$ cat config.mk
export PLATFORM = sky130hd
export DESIGN_NAME = comb_addsub_seq
export DESIGN_NICKNAME = d
export VERILOG_FILES = /design/src/rtl/comb_addsub_seq.sv
export SDC_FILE = /design/constraint.sdc
export NUM_CORES = 1
export LEC_CHECK = 0
export ABC_AREA = 0
export CAP_MARGIN = 15
export CORE_MARGIN = 2
export CORE_UTILIZATION = 55
export DETAILED_ROUTE_END_ITERATION = 16
export PLACE_DENSITY = 0.78
export SLEW_MARGIN = 20
export SYNTH_ARGS = -nofsm -noshare
export SYNTH_HDL_FRONTEND = slang
export SYNTH_SLANG_ARGS = --single-unit
export TNS_END_PERCENT = 30
$ cat constraint.sdc
create_clock -name clock -period 5.8 [get_ports clock]
set_input_delay 0.87 -clock clock [delete_from_list [all_inputs] [get_ports clock]]
set_output_delay 0.87 -clock clock [all_outputs]
set_load 0.01 [all_outputs]
$ cat src/rtl/comb_addsub_seq.sv
// ----------------------------------------------------------------------------
// comb_addsub_seq
//   Time-multiplexed CIC comb (differentiator) sequencer. A single external
//   registered 16-bit add/sub unit computes every comb stage of every channel:
//   y = x - x[n-1], repeated NUM_STAGES times per channel, once per input
//   strobe. Arithmetic is two's complement and wraps modulo 2^16.
//
// Ports
//   clock, reset     rising-edge clock, synchronous active-high reset
//   enable           0 = hold idle, clear all state (synchronous)
//   strobe_in        one-cycle pulse, signal_in valid
//   signal_in        packed samples, ch0 in [15:0]
//   signal_out       comb outputs, same packing, held between strobes
//   strobe_out       one-cycle pulse, signal_out valid
//   overrun          one-cycle pulse, strobe_in dropped while busy
//   addsub_add_sub   to adder, tied to subtract (0)
//   addsub_dataa/b   to adder, registered minuend / subtrahend
//   addsub_result    from adder, registered one clock after its operands
// ----------------------------------------------------------------------------
module comb_addsub_seq #(
    parameter int NUM_CHAN   = 2,
    parameter int NUM_STAGES = 4
) (
    input  logic                   clock,
    input  logic                   reset,
    input  logic                   enable,
    input  logic                   strobe_in,
    input  logic [16*NUM_CHAN-1:0] signal_in,
    output logic [16*NUM_CHAN-1:0] signal_out,
    output logic                   strobe_out,
    output logic                   overrun,
    output logic                   addsub_add_sub,
    output logic [15:0]            addsub_dataa,
    output logic [15:0]            addsub_datab,
    input  logic [15:0]            addsub_result
);

    localparam int CW = (NUM_CHAN   > 1) ? $clog2(NUM_CHAN)   : 1;
    localparam int SW = (NUM_STAGES > 1) ? $clog2(NUM_STAGES) : 1;
    localparam logic [CW-1:0] LAST_CHAN  = CW'(NUM_CHAN - 1);
    localparam logic [SW-1:0] LAST_STAGE = SW'(NUM_STAGES - 1);

    typedef enum logic [1:0] {IDLE, ISSUE, WAIT, DONE} state_t;

    state_t                                state_q,   state_d;
    logic [CW-1:0]                         chan_q,    chan_d;
    logic [SW-1:0]                         stage_q,   stage_d;
    logic [NUM_CHAN-1:0][15:0]             work_q,    work_d;
    logic [NUM_CHAN-1:0][15:0]             sig_out_q, sig_out_d;
    logic [NUM_CHAN-1:0][NUM_STAGES-1:0][15:0] delay_q, delay_d;
    logic [15:0]                           dataa_q,   dataa_d;
    logic [15:0]                           datab_q,   datab_d;

    logic [NUM_CHAN-1:0][15:0] samp_in;
    logic [CW-1:0]             nxt_chan;
    logic [SW-1:0]             nxt_stage;
    logic [15:0]               nxt_a;

    assign samp_in = signal_in;

    // Operands for each step are loaded on the edge that enters ISSUE, so they
    // are stable throughout ISSUE; the adder registers them at the end of
    // ISSUE and its result is taken at the end of WAIT. The delay tap is
    // rewritten with the new stage input in the same edge its old value is
    // read as the subtrahend.
    always_comb begin
        state_d   = state_q;
        chan_d    = chan_q;
        stage_d   = stage_q;
        work_d    = work_q;
        sig_out_d = sig_out_q;
        delay_d   = delay_q;
        dataa_d   = dataa_q;
        datab_d   = datab_q;
        nxt_chan  = chan_q;
        nxt_stage = stage_q;
        nxt_a     = addsub_result;

        case (state_q)
            IDLE: begin
                if (strobe_in) begin
                    work_d        = samp_in;
                    chan_d        = '0;
                    stage_d       = '0;
                    dataa_d       = samp_in[0];
                    datab_d       = delay_q[0][0];
                    delay_d[0][0] = samp_in[0];
                    state_d       = ISSUE;
                end
            end
            ISSUE: state_d = WAIT;
            WAIT: begin
                work_d[chan_q] = addsub_result;
                if (stage_q != LAST_STAGE) begin
                    nxt_stage = stage_q + SW'(1);
                    nxt_a     = addsub_result;
                end else begin
                    nxt_chan  = chan_q + CW'(1);
                    nxt_stage = '0;
                    nxt_a     = work_q[nxt_chan];
                end
                if (stage_q == LAST_STAGE && chan_q == LAST_CHAN) begin
                    sig_out_d = work_d;
                    state_d   = DONE;
                end else begin
                    chan_d                       = nxt_chan;
                    stage_d                      = nxt_stage;
                    dataa_d                      = nxt_a;
                    datab_d                      = delay_q[nxt_chan][nxt_stage];
                    delay_d[nxt_chan][nxt_stage] = nxt_a;
                    state_d                      = ISSUE;
                end
            end
            DONE: state_d = IDLE;
            default: state_d = IDLE;
        endcase
    end

    always_ff @(posedge clock) begin
        if (reset || !enable) begin
            state_q   <= IDLE;
            chan_q    <= '0;
            stage_q   <= '0;
            work_q    <= '0;
            sig_out_q <= '0;
            delay_q   <= '0;
            dataa_q   <= '0;
            datab_q   <= '0;
        end else begin
            state_q   <= state_d;
            chan_q    <= chan_d;
            stage_q   <= stage_d;
            work_q    <= work_d;
            sig_out_q <= sig_out_d;
            delay_q   <= delay_d;
            dataa_q   <= dataa_d;
            datab_q   <= datab_d;
        end
    end

    // Pulses are gated so an abort cycle never shows a strobe or overrun.
    assign strobe_out     = (state_q == DONE) && !reset && enable;
    assign overrun        = strobe_in && (state_q != IDLE) && !reset && enable;
    assign signal_out     = sig_out_q;
    assign addsub_add_sub = 1'b0;
    assign addsub_dataa   = dataa_q;
    assign addsub_datab   = datab_q;

endmodule

# --- Yosys cells after proc, flatten, opt, wreduce, memory -nomap -nowiden ---
# Index checks and enable logic that the tools add are counted.
word_totals:
  regBits: 229
  input_bits: 52
  output_inout_bits: 67
  word_cells: 92
classes:
  n_addsub: 2
  magnitude_cmp: 7
  eq_ne: 7
  n_mux: 39
  bitwise_logic: 1
  reduce_logical: 19
op_table:
  columns: ["operator", "count"]
  rows:
  - ["16-bit two-way mux", 12]
  - ["64-bit two-way mux", 3]
  - ["128-bit bitwise mux", 1]
  - ["16-bit case mux with 2 select lines", 3]
  - ["64-bit demux with 1-bit select", 1]
  - ["32-bit case mux with 2 select lines", 1]
  - ["16-bit binary-select mux with 2-bit select", 1]
  - ["32-bit bitwise mux", 1]
  - ["16-bit demux with 2-bit select", 1]
  - ["32-bit two-way mux", 1]
  - ["16-bit demux with 1-bit select", 1]
  - ["2-bit two-way mux", 6]
  - ["1-bit logical AND", 9]
  - ["2-bit case mux with 4 select lines", 1]
  - ["2-bit == test, second input constant", 3]
  - ["1-bit by 2-bit < comparator with 1-bit output, second input constant", 3]
  - ["2-bit inequality test, second input constant", 3]
  - ["2-bit AND reduction", 3]
  - ["1-bit two-way mux", 4]
  - ["2-bit case mux with 2 select lines", 1]
  - ["2-bit nonzero test", 2]
  - ["2-bit by 3-bit < comparator with 1-bit output, second input constant", 1]
  - ["3-bit AND reduction", 1]
  - ["2-bit by 1-bit adder with 2-bit output, second input constant", 1]
  - ["other kinds (9)", 11]

# --- Depth between registers and ports, before layout ---
# Gate-level depths: netlist of the first run.
logic_depth:
  word_depth: 12
  depth_mapped: 9
  mapped_depth_nobuf: 7

# --- Worst setup path after synthesis of the first run ---
# OpenSTA, ideal clock, no wires.
synth_path:
  path_type: "input port to output port"
  start: "input port reset"
  end: "output port overrun"
  t_arrival_ns: 1.679
  required_time_ns: 4.930
  path_slack_ns: 3.251
  cell_stages: 4
  n_path_buf: 2
  cell_sequence: "nand2b_1 -> clkbuf_1 -> buf_1 -> nor2_1"
synth_between:
  elab_chain_cells: 3
synth_rtl:
  columns: ["element", "line_no", "text"]
  rows:
  - ["start, declared", "25", "input logic reset,"]
  - ["1-bit zero test", "143", "assign overrun = strobe_in && (state_q != IDLE) && !reset && enable;"]
  - ["1-bit logical AND (2 in a row)", "143", null]
  - ["end, declared", "31", "output logic overrun,"]
# No other way between the ends.

# --- Worst setup path after layout of the first run ---
layout_path:
  start: "input port enable"
  end: "output port strobe_out"
layout_between:
  elab_chain_cells: 1
layout_rtl:
  columns: ["element", "line_no", "text"]
  rows:
  - ["start, declared", "26", "input logic enable,"]
  - ["1-bit logical AND", "142", "assign strobe_out = (state_q == DONE) && !reset && enable;"]
  - ["end, declared", "30", "output logic strobe_out,"]
# No other way between the ends.

==> flow_summary.yaml, run 1 <==
outcome:
  status: "finished, final reports clean"
worst_hold_path:
  min_path_type: "flip-flop to flip-flop"
  min-delay-start: "delay_q[123]$_SDFFE_PP0P_"
clock_network:
  clock-sinks: 229
  cts_root_buffer: "clkbuf_16"
  numCtsBuffers: 25
  cts_tree: "built"
  cts_resized: 0
  h-tree-depth: 1
  cts_setup_buffers: 0
  clk_latency_ns: 0.55
  hold_buffers: 0
  path_clk_slew_ns: 0.06
  cts.path.max_buffers: 3
worst_setup_path:
  max_stage_delay_ns: 0.56
  r2r_start: "stage_q[0]$_SDFFE_PP0P_"
  crit_arrival_ns: 2.81
  setup.worst_path.start_class: "input pin"
  crit_path_end_kind: "output port"
  cp.required_ns: 4.93
  critical_path_buf_inv_count: 3
  timing_worst_setup_path_type: "input pin to output port"
  path_common_cell: "clkdlybuf4s50_1"
  startpoint: "enable"
  crit_path_top_delay_cell: "clkdlybuf4s50_1"
  path_cells: "clkdlybuf4s50_1 -> nor2b_2 -> buf_4 -> and3_1 -> clkdlybuf4s50_1"
  critPathTopFamily: "buffers and inverters"
  cp_max_fo: 47
power_and_ir_drop:
  powerDensity_mw_per_mm2: 295
  vdd_ir_drop_max_mv: 0.238
  p_sw_uw: 855
  comb_power_share_pct: 6.9
  fin_total_pwr_uw: 3710
  clkPwrFrac_pct: 49.3
  leakage_uw: 0.00456
  swShare_pct: 23.1
  power_frac_seq_pct: 43.9
  p_int_uw: 2850
die:
  chipWidth_um: 143
  fp.coreArea_sq_mm: 0.0188
  pin_count: 119
  initial_core_util_pct: 56.4
  dieArea_sq_mm: 0.0204
  row_count: 50
  die_h_um: 143
cells_and_area:
  antenna_cells: 0
  regArea_sq_mm: 0.00459
  nets: 1351
  multi_input_area_sq_mm: 0.00541
  area_growth_pct: 18.6
  fin_cells: 1546
  drive_above_1_share_pct: 8.38
  fillers: 1521
route:
  num_vias: 9840
  first_iter_violations: 854
  wl_um: 33100
  drcViolationCount: 0
  drt_pass1_iterations: 7
  viasPerCell: 6.36
  ant_nets: 0
  drt-wirelength-per-cell_um: 21.4
sta:
  skew_ns: 0.0233
  maxSlewHeadroom_pct: 27.2
  maxSlewViolCount: 0
  hold_viol_final: 0
  finalSetupTns_ns: 0
  postLayoutSetupSlackWorst_ns: 2.12
  worstMarginPinSlew_ns: 1.09
  setup_violations: 0
  max_freq_mhz: 272
  final.period_utilization_pct: 63.4
  rsz0062_at_grt: "no"
  fin_crit_ns: 3.68
logic_synthesis:
  synth_cells: 1241
  synth_area_sq_mm: 0.0106
  syn_area_per_cell_sq_um: 8.53
  yosys_most_used_dff: "dfxtp_1"
  synthesis.nets: 1298
  synth_area_leaders: "dfxtp_1 43%, mux2i_1 9.7%, a21oi_1 7.2%, nand2_1 6.9%, nor2_1 4.1%"
  synth-seq-area-share_pct: 43.3
  synthArstFlopShare_pct: 0
  synth_top_area_share_pct: 43.3
  synth_seq_cells: 229
  synth_edf_count: 0
  yosysTopAreaCell: "dfxtp_1"
  synth_warnings: 0
  yosysUniqueCellTypes: 60
grt:
  grt_max_degree: 82
  gr-total-overflow: 0
  grt_pass1_wl_um: 51300
  grt_pass1_vias: 9323
  antenna_found_initial: 0
  grt_usage_pct: 32.1
placement:
  gp_congestion: 0.846
  hpwl_um: 20900
  dp.cells: 1501
  port-buffer-count: 117
  pre_cts_ws_ns: 2.13
flow_run:
  max-cap-violations: 0
==> state kept, by name (all words and copies together), names as in the netlist <==
| signal | cells |
|---|---|
| state_q | 2 |
| signal_out | 32 |
| addsub_dataa | 16 |
| addsub_datab | 16 |
| chan_q | 1 |
| stage_q | 2 |
| delay_q | 128 |
| work_q | 32 |
==> synthesized netlist by cell type, types with 12 or more instances <==
cell type,instances
o211ai_1,12
dfxtp_1,229
nor2_1,115
buf_2,41
o22ai_1,16
a21oi_2,15
o221ai_1,14
a31oi_1,14
nor3_1,21
or3_1,24
o211a_1,14
buf_6,14
a211oi_1,16
nand4_1,13
o21ai_0,81
a21oi_1,152
nand2_1,195
mux2i_1,103
clkbuf_1,38
==> tightest hold or removal path, stage by stage (launching register included) <==
cell	delay [ns]
dfxtp_1	0.31
nand2_1	0.05
a21oi_1	0.05
==> worst paths after layout <==
check,cells after the start,slack [ns],to
worst max-delay path,5,2.12,strobe_out
worst min-delay path,2,0.45,delay_q[123]$_SDFFE_PP0P_
worst max register to register,7,2.47,addsub_datab[9]$_SDFFE_PP0P_
worst min register to register,2,0.45,delay_q[123]$_SDFFE_PP0P_
==> layout by cell type, fill, tap and decap left out, drive strengths merged, types with 4 or more instances in the layout <==
cell type      count
o2111ai           10
nor2             121
dfxtp            229
o2111a            10
inv                6
o21ai             81
and3               4
mux2              11
buf               16
ha                 5
nand2            196
nand3              9
nor2b              4
nand2b             8
nor3              21
a211oi            16
o211a             14
mux2i            103
bufinv             6
clkdlybuf4s50    117
a31oi             15
clkbuf            37
o221ai            14
or3               24
o22ai             16
nand4             13
o211ai            15
a21oi            167
==> layout make-up <==
cell class	instances	share of cell area [%]
multi-input cells	900	43.1
flip-flops and latches	229	36.5
repair buffers	133	10.3
clock buffers	37	5.90
well taps	234	2.33
clock inverters	8	1.66
inverters	5	0.150
==> cells by family (layout without fill, tap and decap cells) <==
| group | after synthesis | in the layout | synth area share (%) |
|---|---|---|---|
| mux | 114 | 114 | 10.9 |
| flops | 229 | 229 | 43.3 |
| buf+inv | 112 | 183 | 5.80 |
| xor+xnor | 2 | 2 | 0.343 |
| simple gates | 404 | 404 | 16.6 |
| other cells | 1 | 1 | 0.0354 |
| fa+ha+maj | 5 | 5 | 0.591 |
| compound gates | 374 | 374 | 22.4 |
==> per-stage QoR <==
step / utilization, % / hold slack [ns] / instance area (sq um)
4_1_cts: 66.8 / 0.456 / 12500
3_3_place_gp: 61.8 / 0.440 / 11600
5_1_grt: 66.9 / 0.469 / 12500
2_1_floorplan: - / 0.432 / 10600
3_5_place_dp: 61.8 / 0.448 / 11600
6_report: 66.9 / 0.455 / 12500
==> power groups by stage <==
stage	registers [uW]	logic [uW]	clock network (uW)
6_report	1630	254	1830
5_1_grt	1630	272	1880
4_1_cts	1620	249	1820
3_5_place_dp	1660	247	0
3_3_place_gp	1660	243	0
2_1_floorplan	1650	137	0
==> layer usage <==
metal / vias to the layer above / GRT usage, % / routed length (um)
met5: - / 0 / 0
met4: 0 / 16.9 / 1690
met3: 119 / 7.71 / 3320
met2: 522 / 48.7 / 14400
met1: 4674 / 42.4 / 13700
li1: 4525 / - / -
Note: power is estimated with default switching activity, not from simulation.
==> inputs of run 2 (changes only) <==
==> constraint.sdc (replaced) <==
create_clock -name clock -period 3.49 [get_ports clock]
set_input_delay 0.5235 -clock clock [delete_from_list [all_inputs] [get_ports clock]]
set_output_delay 0.5235 -clock clock [all_outputs]
set_load 0.01 [all_outputs]
==> run 2 against run 1 <==
Net effect: sequential power rose by 66%; sequential share of layout area decreased by 0.14 points; clock power is 45% higher; final cell count is 1.0% higher; non-clock buffer count is 16 higher; clock skew up 0.0012 ns; register-to-register slack lost 1.7 ns; critical path type is now flip-flop to output port; critical endpoint is now overrun.
==> flow_summary.yaml, run 2 (same netlist as run 1, synthesis figures left out) <==
cells_and_area:
  nets: 1367
  antenna_cells: 0
  largest_register_ffs: 128
  drive_above_1_share_pct: 9.49
  largest-register: "delay_q"
  mostFrequentLayoutCells: "228 x dfxtp_1, 195 x nand2_1, 152 x a21oi_1, 117 x clkdlybuf4s50_1, 114 x nor2_1"
  utilization_pct: 67.1
  layout_commonest_cell: "dfxtp_1"
  area_growth_pct: 19.0
sta:
  skew_ns: 0.0245
  maxSlewHeadroom_pct: 35.1
  rsz0062_at_grt: "no"
  finalSetupTns_ns: 0
  worstMarginPinSlew_ns: 0.974
  whs_ns: 0.451
  fin_crit_ns: 2.80
  maxSlewViolCount: 0
  max_freq_mhz: 357
  final.period_utilization_pct: 80.4
  setup_violations: 0
  hold_viol_final: 0
placement:
  gp_congestion: 0.869
  port-buffer-count: 117
  hpwl_um: 21600
route:
  drt-wirelength-per-cell_um: 21.5
  ant_nets: 0
  first_iter_violations: 1025
  drt_pass1_iterations: 5
  wl_um: 33600
  num_vias: 9927
  drcViolationCount: 0
  viasPerCell: 6.36
clock_network:
  cts_root_buffer: "clkbuf_16"
  cts_resized: 0
  hold_buffers: 0
  h-tree-depth: 1
  numCtsBuffers: 25
  cts_tree: "built"
  clk_latency_ns: 0.54
  clock-sinks: 229
  cts_setup_buffers: 0
  path_clk_slew_ns: 0.06
  cts.path.max_buffers: 3
worst_setup_path:
  cp.required_ns: 2.97
  crit_path_top_delay_cell: "dfxtp_1"
  setup.worst_path.start_class: "flip-flop"
  crit_arrival_ns: 2.28
  cp_max_fo: 21
  path_cells: "buf_4 -> o21ai_0 -> nor2_1 -> clkdlybuf4s50_1"
  crit_path_end_kind: "output port"
  timing_worst_setup_path_type: "flip-flop to output port"
  max_stage_delay_ns: 0.57
die:
  fp.coreArea_sq_mm: 0.0188
  initial_core_util_pct: 56.4
  pin_count: 119
  chipWidth_um: 143
  dieArea_sq_mm: 0.0204
  die_h_um: 143
  row_count: 50
grt:
  grt_pass1_vias: 9434
  gr-total-overflow: 0
  grt_pass1_wl_um: 52400
  grt_usage_pct: 32.7
  antenna_found_initial: 1
  grt_max_degree: 184
power_and_ir_drop:
  vdd_ir_drop_max_mv: 0.441
  powerDensity_mw_per_mm2: 460
  leakage_uw: 0.00460
flow_run:
  max-cap-violations: 0
worst_hold_path:
  min_path_type: "flip-flop to flip-flop"
outcome:
  status: "finished, final reports clean"
-- run 2: cell count changes in the layout (fill, tap and decap cells not counted), sizes merged --
cell	delta
buf	+16
bufinv	-6
clkbuf	+3
clkinv	+2
inv	+1
-- run 2: per-layer routing --
layer	global-route usage [%]	routed length, um	up-vias
met5	0	13	-
met4	14.4	1470	2
met3	7.08	3340	87
met2	50.5	15000	508
met1	44.3	13800	4765
li1	-	-	4565
-- run 2: area by class of cell --
| type | count | area [sq um] |
|---|---|---|
| Clock buffer | 40 | 792 |
| Clock inverter | 5 | 50.0 |
| Fill cell | 1510 | 6170 |
| Inverter | 5 | 18.8 |
| Multi-Input combinational cell | 900 | 5410 |
| Sequential cell | 229 | 4590 |
| Tap cell | 234 | 293 |
| Timing Repair Buffer | 149 | 1450 |
-- run 2: critical path, delay by kind of cell, from the launching register on --
| family | cells | cell delay, ns |
|---|---|---|
| simple gates | 1 | 0.17 |
| compound gates | 1 | 0.12 |
| buf+inv | 2 | 0.88 |
| flops | 1 | 0.57 |
-- run 2: path summary, 6_finish.rpt --
path,startpoint,to,slack (ns),depth (start not counted)
max reg2reg,stage_q[0]$_SDFFE_PP0P_,delay_q[85]$_SDFFE_PP0P_,0.77,6
max,state_q[1]$_SDFFE_PP0P_,overrun,0.69,4
min reg2reg,delay_q[84]$_SDFFE_PP0P_,delay_q[84]$_SDFFE_PP0P_,0.45,2
min,delay_q[84]$_SDFFE_PP0P_,delay_q[84]$_SDFFE_PP0P_,0.45,2
-- run 2: power breakdown --
group	total [uW]	leakage, uW	switching (uW)	internal (uW)
logic	434	0.00233	262	172
registers	2700	0.00185	42.2	2660
clock network	2660	0.000414	1100	1560
total	5800	0.00460	1400	4390
-- run 2: per-stage QoR --
stage | instances | setup slack, ns | power [uW] | instance area [sq um]
2_1_floorplan | 1241 | 1.52 | 2980 | 10600
3_3_place_gp | 1517 | 0.862 | 3170 | 11800
3_5_place_dp | 1517 | 0.861 | 3180 | 11800
4_1_cts | 1562 | 0.695 | 5800 | 12600
5_1_grt | 1562 | 0.623 | 5940 | 12600
6_report | 1562 | 0.685 | 5800 | 12600
